<file path="src/rtl/ripple_adder_pipe_if.sv">
// Handshake and operand/result bundle for ripple_adder_pipe.
// Port sub exists only when RIPPLE_ADDER_PIPE_SUB_EN is defined.
interface ripple_adder_pipe_if #(
    parameter int WIDTH = 16
);
    logic             in_valid;
    logic             in_ready;
    logic [WIDTH-1:0] a;
    logic [WIDTH-1:0] b;
    logic             cin;
`ifdef RIPPLE_ADDER_PIPE_SUB_EN
    logic             sub;
`endif
    logic             out_valid;
    logic             out_ready;
    logic [WIDTH-1:0] sum;
    logic             cout;
    logic             ovf;

`ifdef RIPPLE_ADDER_PIPE_SUB_EN
    modport master (
        output in_valid, a, b, cin, sub, out_ready,
        input  in_ready, out_valid, sum, cout, ovf
    );
    modport slave (
        input  in_valid, a, b, cin, sub, out_ready,
        output in_ready, out_valid, sum, cout, ovf
    );
`else
    modport master (
        output in_valid, a, b, cin, out_ready,
        input  in_ready, out_valid, sum, cout, ovf
    );
    modport slave (
        input  in_valid, a, b, cin, out_ready,
        output in_ready, out_valid, sum, cout, ovf
    );
`endif
endinterface

</file>
<file path="src/rtl/ripple_adder_pipe.sv">
// Pipelined ripple-carry adder: one SEG-bit slice per stage, carry registered between stages.
// Optional subtract mode (port sub) is enabled by defining RIPPLE_ADDER_PIPE_SUB_EN.
module ripple_adder_pipe #(
    parameter int WIDTH = 16,
    parameter int SEG   = 4
) (
    input logic           clk,
    input logic           rst,
    ripple_adder_pipe_if.slave bus
);
    localparam int STAGES = (SEG > 0) ? (WIDTH / SEG) : 1;
    localparam int LAST   = STAGES - 1;
    localparam int MSB    = WIDTH - 1;

    if (WIDTH < 1 || SEG < 1 || (WIDTH % SEG) != 0) begin : g_bad_cfg
        $error("ripple_adder_pipe: WIDTH must be >= 1 and a multiple of SEG");
    end

    logic [WIDTH-1:0] b_eff;
    logic             cin_eff;

`ifdef RIPPLE_ADDER_PIPE_SUB_EN
    assign b_eff   = bus.sub ? ~bus.b : bus.b;
    assign cin_eff = bus.sub ? 1'b1 : bus.cin;
`else
    assign b_eff   = bus.b;
    assign cin_eff = bus.cin;
`endif

    // Stage inputs: stage 0 from the bus, stage k from register k-1
    logic [WIDTH-1:0] a_in   [STAGES];
    logic [WIDTH-1:0] b_in   [STAGES];
    logic [WIDTH-1:0] s_in   [STAGES];
    logic             c_in   [STAGES];
    logic [SEG:0]     slice  [STAGES];
    logic [WIDTH-1:0] s_nxt  [STAGES];
    logic             ovf_nxt;

    // Pipeline registers; element k is the register after stage k
    logic [WIDTH-1:0] a_p    [STAGES];
    logic [WIDTH-1:0] b_p    [STAGES];
    logic [WIDTH-1:0] sum_p  [STAGES];
    logic             c_p    [STAGES];
    logic [STAGES-1:0] vld_p;
    logic             ovf_p;
    logic             adv;

    assign adv = !vld_p[LAST] | bus.out_ready;

    always_comb begin
        a_in[0] = bus.a;
        b_in[0] = b_eff;
        s_in[0] = '0;
        c_in[0] = cin_eff;
        for (int k = 1; k < STAGES; k++) begin
            a_in[k] = a_p[k-1];
            b_in[k] = b_p[k-1];
            s_in[k] = sum_p[k-1];
            c_in[k] = c_p[k-1];
        end
        for (int k = 0; k < STAGES; k++) begin
            slice[k] = {1'b0, a_in[k][k*SEG +: SEG]}
                     + {1'b0, b_in[k][k*SEG +: SEG]}
                     + {{SEG{1'b0}}, c_in[k]};
            s_nxt[k] = s_in[k];
            s_nxt[k][k*SEG +: SEG] = slice[k][SEG-1:0];
        end
        // The last stage sees the MSB of both operands and of the finished sum
        ovf_nxt = (a_in[LAST][MSB] == b_in[LAST][MSB]) &
                  (s_nxt[LAST][MSB] != a_in[LAST][MSB]);
    end

    // ---- stage boundaries: every stage shifts together on adv ----
    always_ff @(posedge clk) begin
        if (adv) begin
            for (int k = 0; k < STAGES; k++) begin
                a_p[k]   <= a_in[k];
                b_p[k]   <= b_in[k];
                sum_p[k] <= s_nxt[k];
                c_p[k]   <= slice[k][SEG];
            end
            ovf_p <= ovf_nxt;
            vld_p[0] <= bus.in_valid;
            for (int k = 1; k < STAGES; k++) begin
                vld_p[k] <= vld_p[k-1];
            end
        end
        // Reset drops everything in flight and zeroes the visible result
        if (rst) begin
            vld_p       <= '0;
            sum_p[LAST] <= '0;
            c_p[LAST]   <= 1'b0;
            ovf_p       <= 1'b0;
        end
    end

    assign bus.in_ready  = adv;
    assign bus.out_valid = vld_p[LAST];
    assign bus.sum       = sum_p[LAST];
    assign bus.cout      = c_p[LAST];
    assign bus.ovf       = ovf_p;
endmodule
</file>
<file path="src/flat_wrapper.sv">
// flat-port wrapper written by rule: the top's interface ports become plain ports
module ripple_adder_pipe_flat 
#(
    parameter int WIDTH = 16,
    parameter int SEG   = 4
)
  (clk, rst, bus_in_valid, bus_a, bus_b, bus_cin, bus_out_ready, bus_in_ready, bus_out_valid, bus_sum, bus_cout, bus_ovf);
  ripple_adder_pipe_if #(.WIDTH(WIDTH)) bus_i ();
  input logic clk;
  input logic rst;
  input wire logic [$bits(bus_i.in_valid)-1:0] bus_in_valid;
  input wire logic [$bits(bus_i.a)-1:0] bus_a;
  input wire logic [$bits(bus_i.b)-1:0] bus_b;
  input wire logic [$bits(bus_i.cin)-1:0] bus_cin;
  input wire logic [$bits(bus_i.out_ready)-1:0] bus_out_ready;
  output wire logic [$bits(bus_i.in_ready)-1:0] bus_in_ready;
  output wire logic [$bits(bus_i.out_valid)-1:0] bus_out_valid;
  output wire logic [$bits(bus_i.sum)-1:0] bus_sum;
  output wire logic [$bits(bus_i.cout)-1:0] bus_cout;
  output wire logic [$bits(bus_i.ovf)-1:0] bus_ovf;
  assign bus_i.in_valid = bus_in_valid;
  assign bus_i.a = bus_a;
  assign bus_i.b = bus_b;
  assign bus_i.cin = bus_cin;
  assign bus_i.out_ready = bus_out_ready;
  assign bus_in_ready = bus_i.in_ready;
  assign bus_out_valid = bus_i.out_valid;
  assign bus_sum = bus_i.sum;
  assign bus_cout = bus_i.cout;
  assign bus_ovf = bus_i.ovf;
  ripple_adder_pipe #(.WIDTH(WIDTH), .SEG(SEG)) u_core (.clk(clk), .rst(rst), .bus(bus_i));
endmodule
</file>
<file path="config.mk">
export PLATFORM = sky130hd
export DESIGN_NAME = ripple_adder_pipe_flat
export DESIGN_NICKNAME = d
export VERILOG_FILES = /design/src/rtl/ripple_adder_pipe_if.sv /design/src/rtl/ripple_adder_pipe.sv /design/src/flat_wrapper.sv
export SDC_FILE = /design/constraint.sdc
export NUM_CORES = 1
export LEC_CHECK = 0
export ABC_AREA = 1
export CAP_MARGIN = 25
export CORE_AREA = 2 2 95 120
export CTS_CLUSTER_DIAMETER = 150
export DETAILED_ROUTE_END_ITERATION = 10
export DIE_AREA = 0 0 97 122
export HOLD_SLACK_MARGIN = 0.03
export PLACE_DENSITY = 0.59
export SETUP_SLACK_MARGIN = 0.3
export SYNTH_ARGS = -nofsm -noshare
export SYNTH_HDL_FRONTEND = slang
export SYNTH_SLANG_ARGS = --single-unit
</file>
<file path="constraint.sdc">
create_clock -name clk -period 3.04 [get_ports clk]
set_input_delay 0.608 -clock clk [delete_from_list [all_inputs] [get_ports clk]]
set_output_delay 0.608 -clock clk [all_outputs]
set_load 0.01 [all_outputs]
</file>
After elaboration in Yosys (flattened, before gate mapping)

Memory sizes are Yosys's and may differ from the RTL's.
Index checks and enable logic that the tools add are counted.
W data, S select, Z words.

Register bits after elaboration: 5
Latch bits: 0
Memory bits (writable): 196
Bits in read-only memories: 0
Input bits: 37
Memories kept: 4

Add/subtract/negate cells: 8
$mul: 0
Divide/modulo/power cells: 0
Order comparisons: 0
Equality and inequality tests: 2
Shift-type cells: 0
Muxes and demuxes: 6
Bitwise gates (word level): 4
Reductions and logical operators: 1

Memories:

| memory       | depth | bits a word | rd ports | clocked after memory_dff | write ports | line                    | source |
|---|---|---|---|---|---|---|---|
| u_core.a_p   | 4     | 16          | 3        | 0                        | 4           | ripple_adder_pipe.sv:40 | `logic [WIDTH-1:0] a_p [STAGES];` |
| u_core.b_p   | 4     | 16          | 3        | 0                        | 4           | ripple_adder_pipe.sv:41 | `logic [WIDTH-1:0] b_p [STAGES];` |
| u_core.sum_p | 4     | 16          | 4        | 0                        | 4           | ripple_adder_pipe.sv:42 | `logic [WIDTH-1:0] sum_p [STAGES];` |
| u_core.c_p   | 4     | 1           | 4        | 0                        | 4           | ripple_adder_pipe.sv:43 | `logic c_p [STAGES];` |

Operators by type and width:

| kind             | number |
|---|---|
| $add A4 B4 Y5    | 4 |
| $add A5 B1 Y5    | 4 |
| $mux W16         | 1 |
| $mux W1          | 5 |
| $or A1 B1 Y1     | 3 |
| $and A1 B1 Y1    | 1 |
| $eq A1 B1 Y1     | 1 |
| $logic_not A1 Y1 | 1 |
| $ne A1 B1 Y1     | 1 |

Depth between registers and ports, before layout

Depth in word-level cells: 5
Gate-level depth with buffers: 8
Gate-level depth less buffers: 8

Worst setup path after synthesis

OpenSTA, ideal clock, no wires.

Kind: in2out
Start point: input port bus_out_ready
End point: output port bus_in_ready
Data arrival time: 2189 ps
Data required time: 2432 ps
Slack: 243 ps
Stages on the path: 2
Buffers on the path: 0
Cell sequence: nor2_4 inv_1

Cells in the longest elaborated chain, start to end: 1

RTL lines:

| element         | line                    | source |
|---|---|---|
| start, declared | flat_wrapper.sv:15      | `input wire logic [$bits(bus_i.out_ready)-1:0] bus_out_ready;` |
| $or A1 B1 Y1    | ripple_adder_pipe.sv:48 | `assign adv = !vld_p[LAST] \| bus.out_ready;` |
| end, declared   | flat_wrapper.sv:16      | `output wire logic [$bits(bus_i.in_ready)-1:0] bus_in_ready;` |

Every way passes these cells.

Final worst setup path

Same ends and word-level chain as after synthesis.

==> summary.md <==
| Metric | Value |
|---|---|
| First-pass GRT wire length | between 7000 and 8000 um |
| Die area | 11,800 um^2 |
| Initial antenna violation count | 0 |
| Pin count of the biggest net entering global routing | 78 |
| Pre-antenna DRT Iters | 4 |
| Via count | about 1,800 |
| I/O Buffers | 56 |
| Ys Warns | 0 |
| DR vias/cell | 4.10 |
| Pwr Total | 3200 uW |
| Mapped cell area | between 3000 and 4000 um^2 |
| Vias in the first global route | between 1,500 and 2,000 |
| Post-synth top cells | edfxtp_1 (92), inv_1 (33), nor2_1 (23), nand2_1 (14), ha_1 (12) |
| Peak VDD IR | around 0.27 mV |
| Ys flop type | edfxtp_1 |
| CTS tree | done |
| Syn Inst Count | about 220 |
| CP Cell Sequence | clkdlybuf4s50_1 > nor2_4 > clkinvlp_4 > clkdlybuf4s50_1 |
| CTS Buf Count | 9 |
| Worst Path Arrival | 1880 ps |
| Sequential area share after synthesis | 0.783 |
| Yosys reg bits | 97 |
| Max-slew violation count | 0 |
| Relative slew slack | 0.393 |
| Worst Skew | 6.32 ps |
| Die height | roughly 120 um |
| Max-cap violations | 0 |
| Initial Util | 0.338 |
| Layout Nets | 348 |
| Syn avg cell area | between 15 and 20 um^2 |
| Antenna cells | 0 |
| Top-area cell type share of the netlist area | 0.755 |
| Chip width | 97 um |
| Iter 0 DRT Violations | 66 |
| Core Area | about 11,000 um^2 |
| # setup viols final | 0 |
| CTS HTree Levels | 3 |
| Resized Gates After CTS | 0 |
| Root buffer cell | clkbuf_16 |
| Post-CTS Setup Bufs | 0 |
| Clk slew on worst S/H paths | ~60 ps |
| Ranking of synthesized cells by area | edfxtp_1 (76%), fa_1 (4.4%), ha_1 (4.1%), inv_1 (3.4%), dfxtp_1 (2.7%) |
| Top-count cell post-synth | edfxtp_1 |
| Clock Latency Late Sink | roughly 330 ps |
| I/O Pins | between 50 and 60 |
| DRC | 0 |
| Wire per inst | roughly 10 um |
| GRT Total Usage | 0.0812 |
| CP max-delay cell | clkdlybuf4s50_1 |
| Status | finished, final reports clean |
| Critical path class | primary input to output port |
| Yosys cell types | 16 |
| Crit path buf inv count | 3 |
| Net count after synthesis | between 200 and 300 |
| Antenna viol nets, final | 0 |
| RSZ-0062 raised after global routing | false |
| Placed Cells | between 400 and 500 |
| CP Launch Type | primary input |
| Drt total wl | 4490 um |
| Most used cell, CP | clkdlybuf4s50_1 |
| Cell taking the most area after synthesis | edfxtp_1 |
| Non-filler cells, final | approximately 430 |
| Proportion of layout cells with a drive suffix above 1 | 0.0642 |
| Dpl cell area | 4390 um^2 |
| Site Rows | 43 |
| Clock Sinks | 97 |
| TNS Setup | 0 ps |
| CP required | about 2400 ps |
| Post-CTS Hold Fix Bufs | 0 |
| Tcrit/Tclk final | 0.818 |
| CP endpoint kind | output port |
| Slew @ Worst Pin | slightly above 900 ps |
| Pwr dens | between 600 and 700 nW/um^2 |
| Worst min path class | register to register |
| Area grow syn2layout | 28.5% |
| Max Clk Rate | roughly 400 MHz |
| GPL Wtd Cong | around 0.75 |
| Post-synth EDFFs | 92 |
| Max FO, Critical Path | 8 |
| Final critical-path required period | between 2000 and 2500 ps |
| Leakage Power | approximately 0.0019 uW |
| GRT overflow | 0 |
| Final Cell Area | 4700 um^2 |
| Final Hold Fails | 0 |
| Post-DP HPWL | between 3000 and 4000 um |
| Ys async rst share | 0 |
| Max Root-Sink Buffers | 2 |
| Top Family by Delay on Critical Path | buffers and inverters |
| Largest stage delay on the critical path | between 400 and 500 ps |
## flip-flops by register name (all words and copies together) (netlist names)
name / count
u_core.a_p: 24
u_core.b_p: 24
u_core.bus.ovf: 1
u_core.c_p: 4
u_core.sum_p: 40
u_core.vld_p: 4
## cell type report
type,instances,area (um^2)
Clock buffer,10,229
Clock inverter,6,82.6
Fill cell,979,6110
Inverter,33,128
Multi-Input combinational cell,92,654
Sequential cell,97,2860
Tap cell,135,169
Timing Repair Buffer,58,576
## layout by cell type, fill, tap and decap left out
cell,n
a21oi_1,10
clkbuf_16,9
bufinv_16,2
nor2_1,23
clkdlybuf4s50_1,56
fa_1,8
nand2_1,14
ha_1,12
buf_4,2
xor2_1,4
clkinv_2,3
dfxtp_1,5
nor2_4,1
or2_0,1
edfxtp_1,92
clkinvlp_4,2
inv_1,32
nand3_1,9
xnor2_1,2
o21ai_0,8
clkbuf_1,1
## worst reg2reg max path, stage by stage (launching register included)
cell and delay, ps:
edfxtp_1 320, inv_1 50, fa_1 460, fa_1 420, o21ai_0 190, a21oi_1 90, nor2_1 80
## power breakdown
group          leakage (uW)  total [uW]  switching (uW)  internal [uW]
sequential          0.00103        1720            48.3           1670
combinational      0.000693         329             148            181
clock              0.000152        1150             435            715
## logic make-up after synthesis
group,count (synthesis),synth area share
DFF,97,0.783
and+or+nand+nor,48,0.0551
adders and majority gates,20,0.0848
AOI/OAI and AO/OA,18,0.0246
buffers and inverters,35,0.0383
xor gates and xnor gates,6,0.0144
## metrics by stage
step	util	worst slack, ps	hold WS (ps)
finish	0.435	553	416
global placement	0.406	568	401
detailed placement	0.406	552	405
global route	0.435	482	422
CTS	0.435	546	417
floorplan	-	687	400
## layer usage
| metal | track usage | part of all wire |
|---|---|---|
| met5 | 0 | 0 |
| met4 | 0.0660 | 0.036 |
| met3 | 0.0241 | 0.052 |
| met2 | 0.131 | 0.48 |
| met1 | 0.0890 | 0.43 |
## final timing paths
check             cells after the start              start                 to  slack (ps)
setup / recovery                      4      bus_out_ready       bus_in_ready         550
hold / removal                        0  u_core.a_p[1][14]  u_core.a_p[2][14]         420
setup reg to reg                      6      u_core.c_p[2]      u_core.c_p[3]        1300
hold reg to reg                       0  u_core.a_p[1][14]  u_core.a_p[2][14]         420
No activity file was read; power rests on OpenSTA's default activity.
